`src/rtl/mem_bus_if.sv`:
```
// Data-memory bus between the MEM stage (master) and data memory (slave).
interface mem_bus_if;
    logic        bus_req;
    logic        bus_we;
    logic [31:0] bus_addr;
    logic [31:0] bus_wdata;
    logic [3:0]  bus_wstrb;
    logic [31:0] bus_rdata;
    logic        bus_ack;

    modport master (
        output bus_req, bus_we, bus_addr, bus_wdata, bus_wstrb,
        input  bus_rdata, bus_ack
    );

    modport slave (
        input  bus_req, bus_we, bus_addr, bus_wdata, bus_wstrb,
        output bus_rdata, bus_ack
    );
endinterface

```
`src/rtl/mem_access_unit.sv`:
```
// MEM stage: runs loads/stores over a variable-latency data bus,
// extends load data and stalls the front end until the access completes.
module mem_access_unit #(
    parameter int unsigned TIMEOUT_CYCLES = 16
) (
    input  logic        clk,
    input  logic        reset,
    input  logic [31:0] alu_result_m,
    input  logic [31:0] write_data_m,
    input  logic        mem_write_m,
    input  logic        mem_read_m,
    input  logic [2:0]  funct3_m,
    output logic [31:0] rd_data,
    output logic        stall_m,
    output logic        misaligned_m,
    output logic        bus_err_m,
    mem_bus_if.master   bus
);
    localparam int CW = $clog2(TIMEOUT_CYCLES + 1);

    typedef enum logic [1:0] {IDLE, WAIT, DONE} state_t;

    state_t        state, state_n;
    logic [CW-1:0] cnt, cnt_n;
    logic [31:0]   rd_n, ld_data, cap_data;
    logic [15:0]   ld_half;
    logic [7:0]    ld_byte;
    logic          access, is_store, is_byte, is_half, misaligned;
    logic          req, stall, err_n, mis_n;

    // A store wins when both read and write are asserted
    assign access   = mem_read_m | mem_write_m;
    assign is_store = mem_write_m;
    assign is_byte  = funct3_m[1:0] == 2'b00;
    assign is_half  = funct3_m[1:0] == 2'b01;

    assign misaligned = (is_half & alu_result_m[0])
                      | (~is_byte & ~is_half & (alu_result_m[1:0] != 2'b00));

    assign ld_byte = 8'(bus.bus_rdata >> {alu_result_m[1:0], 3'b000});
    assign ld_half = alu_result_m[1] ? bus.bus_rdata[31:16]
                                     : bus.bus_rdata[15:0];

    always_comb begin
        unique case (funct3_m)
            3'b000:  ld_data = {{24{ld_byte[7]}}, ld_byte};
            3'b100:  ld_data = {24'h0, ld_byte};
            3'b001:  ld_data = {{16{ld_half[15]}}, ld_half};
            3'b101:  ld_data = {16'h0, ld_half};
            default: ld_data = bus.bus_rdata;
        endcase
    end

    assign cap_data = is_store ? 32'h0 : ld_data;

    assign bus.bus_we   = is_store;
    assign bus.bus_addr = {alu_result_m[31:2], 2'b00};

    always_comb begin
        bus.bus_wstrb = 4'b0000;
        bus.bus_wdata = write_data_m;
        if (is_store) begin
            unique case (1'b1)
                is_byte: begin
                    bus.bus_wstrb = 4'b0001 << alu_result_m[1:0];
                    bus.bus_wdata = {4{write_data_m[7:0]}};
                end
                is_half: begin
                    bus.bus_wstrb = alu_result_m[1] ? 4'b1100 : 4'b0011;
                    bus.bus_wdata = {2{write_data_m[15:0]}};
                end
                default: bus.bus_wstrb = 4'b1111;
            endcase
        end
    end

    // cnt counts stalled cycles, so the timeout bounds total stall length
    always_comb begin
        state_n = state;
        cnt_n   = cnt;
        rd_n    = rd_data;
        req     = 1'b0;
        stall   = 1'b0;
        err_n   = 1'b0;
        mis_n   = 1'b0;
        unique case (state)
            IDLE: begin
                if (!access) begin
                    rd_n = 32'h0;
                end else if (misaligned) begin
                    mis_n = 1'b1;
                    rd_n  = 32'h0;
                end else begin
                    req   = 1'b1;
                    stall = 1'b1;
                    if (bus.bus_ack) begin
                        state_n = DONE;
                        rd_n    = cap_data;
                    end else begin
                        state_n = WAIT;
                        cnt_n   = CW'(1);
                    end
                end
            end
            WAIT: begin
                req   = 1'b1;
                stall = 1'b1;
                if (bus.bus_ack) begin
                    state_n = DONE;
                    rd_n    = cap_data;
                end else if (cnt >= CW'(TIMEOUT_CYCLES - 1)) begin
                    state_n = DONE;
                    err_n   = 1'b1;
                    rd_n    = 32'h0;
                end else begin
                    cnt_n = cnt + CW'(1);
                end
            end
            DONE: begin
                state_n = IDLE;
                cnt_n   = '0;
            end
            default: state_n = IDLE;
        endcase
    end

    // Reset must drop the request at once, even mid-access
    assign bus.bus_req = req & ~reset;
    assign stall_m     = stall & ~reset;

    always_ff @(posedge clk or posedge reset) begin
        if (reset) begin
            state        <= IDLE;
            cnt          <= '0;
            rd_data      <= 32'h0;
            misaligned_m <= 1'b0;
            bus_err_m    <= 1'b0;
        end else begin
            state        <= state_n;
            cnt          <= cnt_n;
            rd_data      <= rd_n;
            misaligned_m <= mis_n;
            bus_err_m    <= err_n;
        end
    end
endmodule

```
`src/flat_wrapper.sv`:
```
// flat-port wrapper written by rule: the top's interface ports become plain ports
module mem_access_unit_flat 
#(
    parameter int unsigned TIMEOUT_CYCLES = 16
)
  (clk, reset, alu_result_m, write_data_m, mem_write_m, mem_read_m, funct3_m, rd_data, stall_m, misaligned_m, bus_err_m, bus_bus_req, bus_bus_we, bus_bus_addr, bus_bus_wdata, bus_bus_wstrb, bus_bus_rdata, bus_bus_ack);
  mem_bus_if bus_i ();
  input  logic clk;
  input  logic reset;
  input  logic [31:0] alu_result_m;
  input  logic [31:0] write_data_m;
  input  logic mem_write_m;
  input  logic mem_read_m;
  input  logic [2:0] funct3_m;
  output logic [31:0] rd_data;
  output logic stall_m;
  output logic misaligned_m;
  output logic bus_err_m;
  output wire logic [$bits(bus_i.bus_req)-1:0] bus_bus_req;
  output wire logic [$bits(bus_i.bus_we)-1:0] bus_bus_we;
  output wire logic [$bits(bus_i.bus_addr)-1:0] bus_bus_addr;
  output wire logic [$bits(bus_i.bus_wdata)-1:0] bus_bus_wdata;
  output wire logic [$bits(bus_i.bus_wstrb)-1:0] bus_bus_wstrb;
  input wire logic [$bits(bus_i.bus_rdata)-1:0] bus_bus_rdata;
  input wire logic [$bits(bus_i.bus_ack)-1:0] bus_bus_ack;
  assign bus_bus_req = bus_i.bus_req;
  assign bus_bus_we = bus_i.bus_we;
  assign bus_bus_addr = bus_i.bus_addr;
  assign bus_bus_wdata = bus_i.bus_wdata;
  assign bus_bus_wstrb = bus_i.bus_wstrb;
  assign bus_i.bus_rdata = bus_bus_rdata;
  assign bus_i.bus_ack = bus_bus_ack;
  mem_access_unit #(.TIMEOUT_CYCLES(TIMEOUT_CYCLES)) u_core (.clk(clk), .reset(reset), .alu_result_m(alu_result_m), .write_data_m(write_data_m), .mem_write_m(mem_write_m), .mem_read_m(mem_read_m), .funct3_m(funct3_m), .rd_data(rd_data), .stall_m(stall_m), .misaligned_m(misaligned_m), .bus_err_m(bus_err_m), .bus(bus_i));
endmodule
```
`config.mk`:
```
export PLATFORM = sky130hd
export DESIGN_NAME = mem_access_unit_flat
export DESIGN_NICKNAME = d
export VERILOG_FILES = /design/src/rtl/mem_bus_if.sv /design/src/rtl/mem_access_unit.sv /design/src/flat_wrapper.sv
export SDC_FILE = /design/constraint.sdc
export NUM_CORES = 1
export LEC_CHECK = 0
export BUFFER_PORTS_ARGS = -buffer_cell sky130_fd_sc_hd__buf_2
export CAP_MARGIN = 30
export CORE_ASPECT_RATIO = 1.25
export CORE_MARGIN = 2
export CORE_UTILIZATION = 45
export CTS_BUF_LIST = sky130_fd_sc_hd__clkbuf_2 sky130_fd_sc_hd__clkbuf_4 sky130_fd_sc_hd__clkbuf_8
export CTS_CLUSTER_SIZE = 24
export DETAILED_ROUTE_END_ITERATION = 10
export GPL_ROUTABILITY_DRIVEN = 0
export PLACE_DENSITY_LB_ADDON = 0.15
export RECOVER_POWER = 100
export SETUP_SLACK_MARGIN = 0.4
export SYNTH_ARGS = -nofsm -noshare
export SYNTH_HDL_FRONTEND = slang
export SYNTH_SLANG_ARGS = --single-unit
```
`constraint.sdc`:
```
create_clock -name clk -period 5.5 [get_ports clk]
set_input_delay 0.55 -clock clk [delete_from_list [all_inputs] [get_ports clk]]
set_output_delay 0.55 -clock clk [all_outputs]
set_load 0.1 [all_outputs]
```
* After elaboration in Yosys (flattened, before gate mapping)
Cells that the tools add are included.
** Word-level totals
- Register bits after elaboration :: 41
** Cells by class
- $add $sub $neg :: 1
- Order comparisons :: 1
- Equal/unequal tests :: 13
- Shifts and indexed selects :: 2
- Mux-type cells :: 35
- Bitwise logic cells :: 9
- Reductions and logical operators :: 9
** Operators by type and width (number)
- $mux W32 :: 7
- $pmux W32 S2 :: 2
- $pmux W32 S4 :: 1
- $shr A32 B5 Y8 :: 1
- $mux W5 :: 5
- $mux W16 :: 1
- $pmux W5 S3 :: 1
- $mux W2 :: 5
- $mux W1 :: 8
- $mux W4 :: 2
- $ne A2 B2 Y1 const B :: 4
- $pmux W4 S2 :: 1
- $eq A3 B3 Y1 const B :: 2
- $reduce_and A3 Y1 :: 2
- $reduce_and A6 Y1 :: 1
- $add A5 B1 Y5 const B :: 1
- $ge A5 B4 Y1 const B :: 1
- $and A1 B1 Y1 :: 4
- $eq A2 B1 Y1 const B :: 2
- $logic_not A2 Y1 :: 2
- $ne A4 B4 Y1 const B :: 1
- $pmux W2 S2 :: 1
- $reduce_bool A2 Y1 :: 2
- $shl A1 B2 Y4 const A :: 1
- other kinds (9) :: 12

* Logic depth before layout (Yosys ltp)
- Depth in word-level cells :: 9
- Depth in mapped cells :: 8
- Mapped depth without buffers :: 7

* Worst setup path after synthesis
OpenSTA, ideal clock, no wires.
- Path type :: input to output
- Start point :: in funct3_m[0]
- End point :: out bus_bus_wdata[24]
- Arrival time :: 3.516 ns
- Data required time :: 4.950 ns
- Slack :: 1.434 ns
- Stages :: 5
- Buffers on the path :: 3
- Path through :: clkbuf_1 > clkbuf_1 > buf_2 > mux2i_1 > o21ai_0
** On the way
- Longest elaborated chain between the ends :: 3
- Elaborated cells between the ends (all ways) :: 4
- Classes of those cells :: eq/ne: 1; mux: 2; reduce/logical: 1
** Ends and longest elaborated chain
- start: declaration :: RTL line flat_wrapper.sv:14 : input logic [2:0] funct3_m;
- $eq A2 B1 Y1 or $logic_not A2 Y1 (tied branches) :: RTL line mem_access_unit.sv:35, mem_access_unit.sv:34
- $pmux W32 S2 (*) :: RTL line mem_access_unit.sv:63 : unique case (1'b1)
- $mux W32 (*) :: RTL line mem_access_unit.sv:62 : if (is_store) begin
- end: declaration :: RTL line flat_wrapper.sv:22 : output wire logic [$bits(bus_i.bus_wdata)-1:0] bus_bus_wdata;
Every way passes the cells marked *; elsewhere a longest branch is shown, timed or not.

* Final worst setup path
- Start point :: in funct3_m[1]
- End point :: out bus_bus_wdata[15]
The elaborated chain is that of the path after synthesis.

==> impl_metrics.yaml <==
status:
  status: "finished, violations left"
  violations: "capacitance limit, slew limit"
setup_path:
  crit_arrival_ps: 3570
  reg2reg_slack_ps: 2390
  crit_type: "primary input to output pin"
  required_ps: 4950
  slowest_stage: "clkbuf_1"
  cpPeakStageDelay_ps: 880
  cp-start-kind: "primary input"
  worstPathCellList: "buf_2, nand2b_1, nor2_1, mux2_2, clkbuf_1"
  r2r-start: "u_core.cnt[0]"
  worstSetupEndpointType: "output pin"
  worstReg2RegEnd: "u_core.rd_data[26]"
  crit_family: "buffers and inverters"
  crit_cells: 5
  cp.buffers_inverters: 2
  rr_worst_depth: 8
  critPathMaxFanout: 51
cts:
  cts_buffers: 5
  cts_sinks: 41
  h-tree-depth: 2
  cts_resized: 0
  clk_latency_ps: 290
  cts_buffer_depth: 2
  cts-root-buf: "clkbuf_8"
  cts_setup_buffers: 0
  tritoncts: "built"
  clk_pin_slew_ps: 80
  hold_buffers: 0
routing:
  firstDrtPassIters: 4
  drc: 0
  ant_nets: 0
  wl_um: 9270
  vias_per_cell: 5.69
  drt_iter0_drc: 249
  avgRoutedWirePerCell_um: 18.0
  vias: 2924
die:
  die_x_um: 79.4
  floorplan.initialDensity: 0.461
  fp-row-count: 34
  die_y_um: 98.2
  die_area_mm2: 0.00779
  io_pins: 209
  coreArea_mm2: 0.00693
global_route:
  first_global_vias: 2863
  grt_pass1_wl_um: 14600
  antenna_found_initial: 0
  grt_max_degree: 52
  grt.overflow.total: 0
  grt_use_total: 0.232
synthesis:
  yosysTopAreaCellShare: 0.321
  ys_warn_count: 0
  synth_area_leaders: "dfrtp_1 (32%), a22o_1 (10%), buf_4 (10%)"
  synth.avg_cell_area_um2: 9.68
  ys_seq_area_frac: 0.321
  synthCells: 330
  synth_top_area_cell: "dfrtp_1"
  yosys_register_bits: 41
  ys_types: 50
  synth_edf_count: 0
  ys.flop_type: "dfrtp_1"
  synth_area_mm2: 0.00319
  synthArstFlopShare: 1.00
timing:
  slew_violations: 77
  period_minus_slack_ps: 4120
  hold_viol_final: 0
  worst_slew_pin_slew_ps: 2240
  finalCritPeriodShare: 0.750
  slew_headroom: -0.494
  finClkSkew_ps: 5.79
  fin_tns_setup_ps: 0
  setup_violations: 0
  rsz0062_at_grt: "false"
  max_freq_ghz: 0.243
  layout_setup_ws_ps: 1380
cells_and_area:
  area.sequential_mm2: 0.00103
  nets: 532
  drive_gt1_frac: 0.259
  syn2layout_area_growth_pct: 15.0
  n_fill_cell: 701
  multi_input_area_mm2: 0.00169
  antennaDiodeCount: 0
power_and_ir_drop:
  worst_ir_drop_vdd_mv: 0.255
  pwr_density_cell_mw_per_mm2: 447
  p_leak_nw: 1.77
hold_path:
  hold_depth: 1
  worstHoldStart: "u_core.rd_data[15]"
  holdPathEnd: "u_core.rd_data[15]"
  hold_path_class: "flop to flop"
placement:
  port_buffers: 146
  place_ws_ps: 1910
  dpl.hpwl_um: 6990
job:
  drv_cap: 2
layer usage:
layer,vias up,share of wire,global-route usage
met5,-,0,0
met3,15,0.059,0.0471
li1,1380,-,-
met2,105,0.49,0.382
met4,0,0.0093,0.0477
met1,1424,0.44,0.317
worst max path at each step:
| stage | start | endpoint | slack, ps |
|---|---|---|---|
| after floorplan | funct3_m[0] | bus_bus_wdata[24] | 1430 |
| after global placement | funct3_m[1] | bus_bus_wdata[13] | 2020 |
| after detailed placement | funct3_m[1] | bus_bus_wdata[15] | 1910 |
| after CTS | funct3_m[1] | bus_bus_wdata[15] | 1920 |
| after global routing | funct3_m[1] | bus_bus_wdata[15] | 1190 |
| final | funct3_m[1] | bus_bus_wdata[15] | 1380 |
metrics by stage:
stage	instances	instance area (um2)	power, W	hold slack, ps	utilization
after floorplan	331	3200	0.00133	486	-
after global placement	503	3630	0.00140	473	0.524
after detailed placement	504	3640	0.00141	480	0.525
after CTS	512	3760	0.00167	404	0.543
after global routing	514	3670	0.00172	527	0.530
final	514	3670	0.00164	502	0.530
sequential cells by signal (all words and copies together) (netlist names):
register             cells
u_core.rd_data          32
u_core.state             2
u_core.bus_err_m         1
u_core.misaligned_m      1
u_core.cnt               5
synth_stat cells, drive strengths merged, types with 6 or more instances:
| cell type | number |
|---|---|
| a21o | 17 |
| a21oi | 6 |
| a221o | 7 |
| a22o | 38 |
| buf | 54 |
| clkbuf | 12 |
| dfrtp | 41 |
| inv | 14 |
| mux2 | 21 |
| mux2i | 11 |
| mux4 | 6 |
| nand2 | 17 |
| nand2b | 6 |
| nor2 | 11 |
| nor3 | 7 |
| o21ai | 14 |
cells by family after synthesis:
kind of cell / count (synthesis) / share of synthesized area
AOI/OAI and AO/OA: 112 / 0.275
adders and majority gates: 5 / 0.0196
buffers and inverters: 80 / 0.152
DFF: 41 / 0.321
muxes: 38 / 0.151
other: 1 / 0.00117
and+or+nand+nor: 53 / 0.0803
cells in the final DEF, fill, tap and decap left out, types with 2 or more instances in the layout:
master     instances
nand2b_1           6
o22ai_1            5
a31oi_1            2
a22o_1            38
clkbuf_8           6
a211oi_1           2
a21o_1            17
ha_1               5
o21a_1             2
nand3_1            2
mux4_2             6
nor2_1            11
clkbuf_1          76
nor3_1             7
buf_2             72
a21oi_1            6
conb_1             2
or3_1              2
nor2b_1            2
mux2i_1           11
dfrtp_1           41
o21ai_0           14
o2bb2ai_1          3
a221oi_1           5
buf_4              2
mux2_2            20
nand2_1           17
a221o_1            7
inv_1             14
power by group:
part           switching (W)  leakage (nW)  internal, W  total, W
logic               0.000792          1.15     0.000185  0.000978
registers          0.0000431         0.560     0.000361  0.000405
clock network       0.000111        0.0574     0.000148  0.000259
area by class of cell:
type                       count  area share
tap                           90      0.0307
multi-input combinational    210       0.460
clock buffer                   6      0.0225
inverter                      14      0.0143
clock inverter                 2      0.0102
sequential                    41       0.279
timing repair buffer         151       0.183
Power figures use the tool's default switching activity.
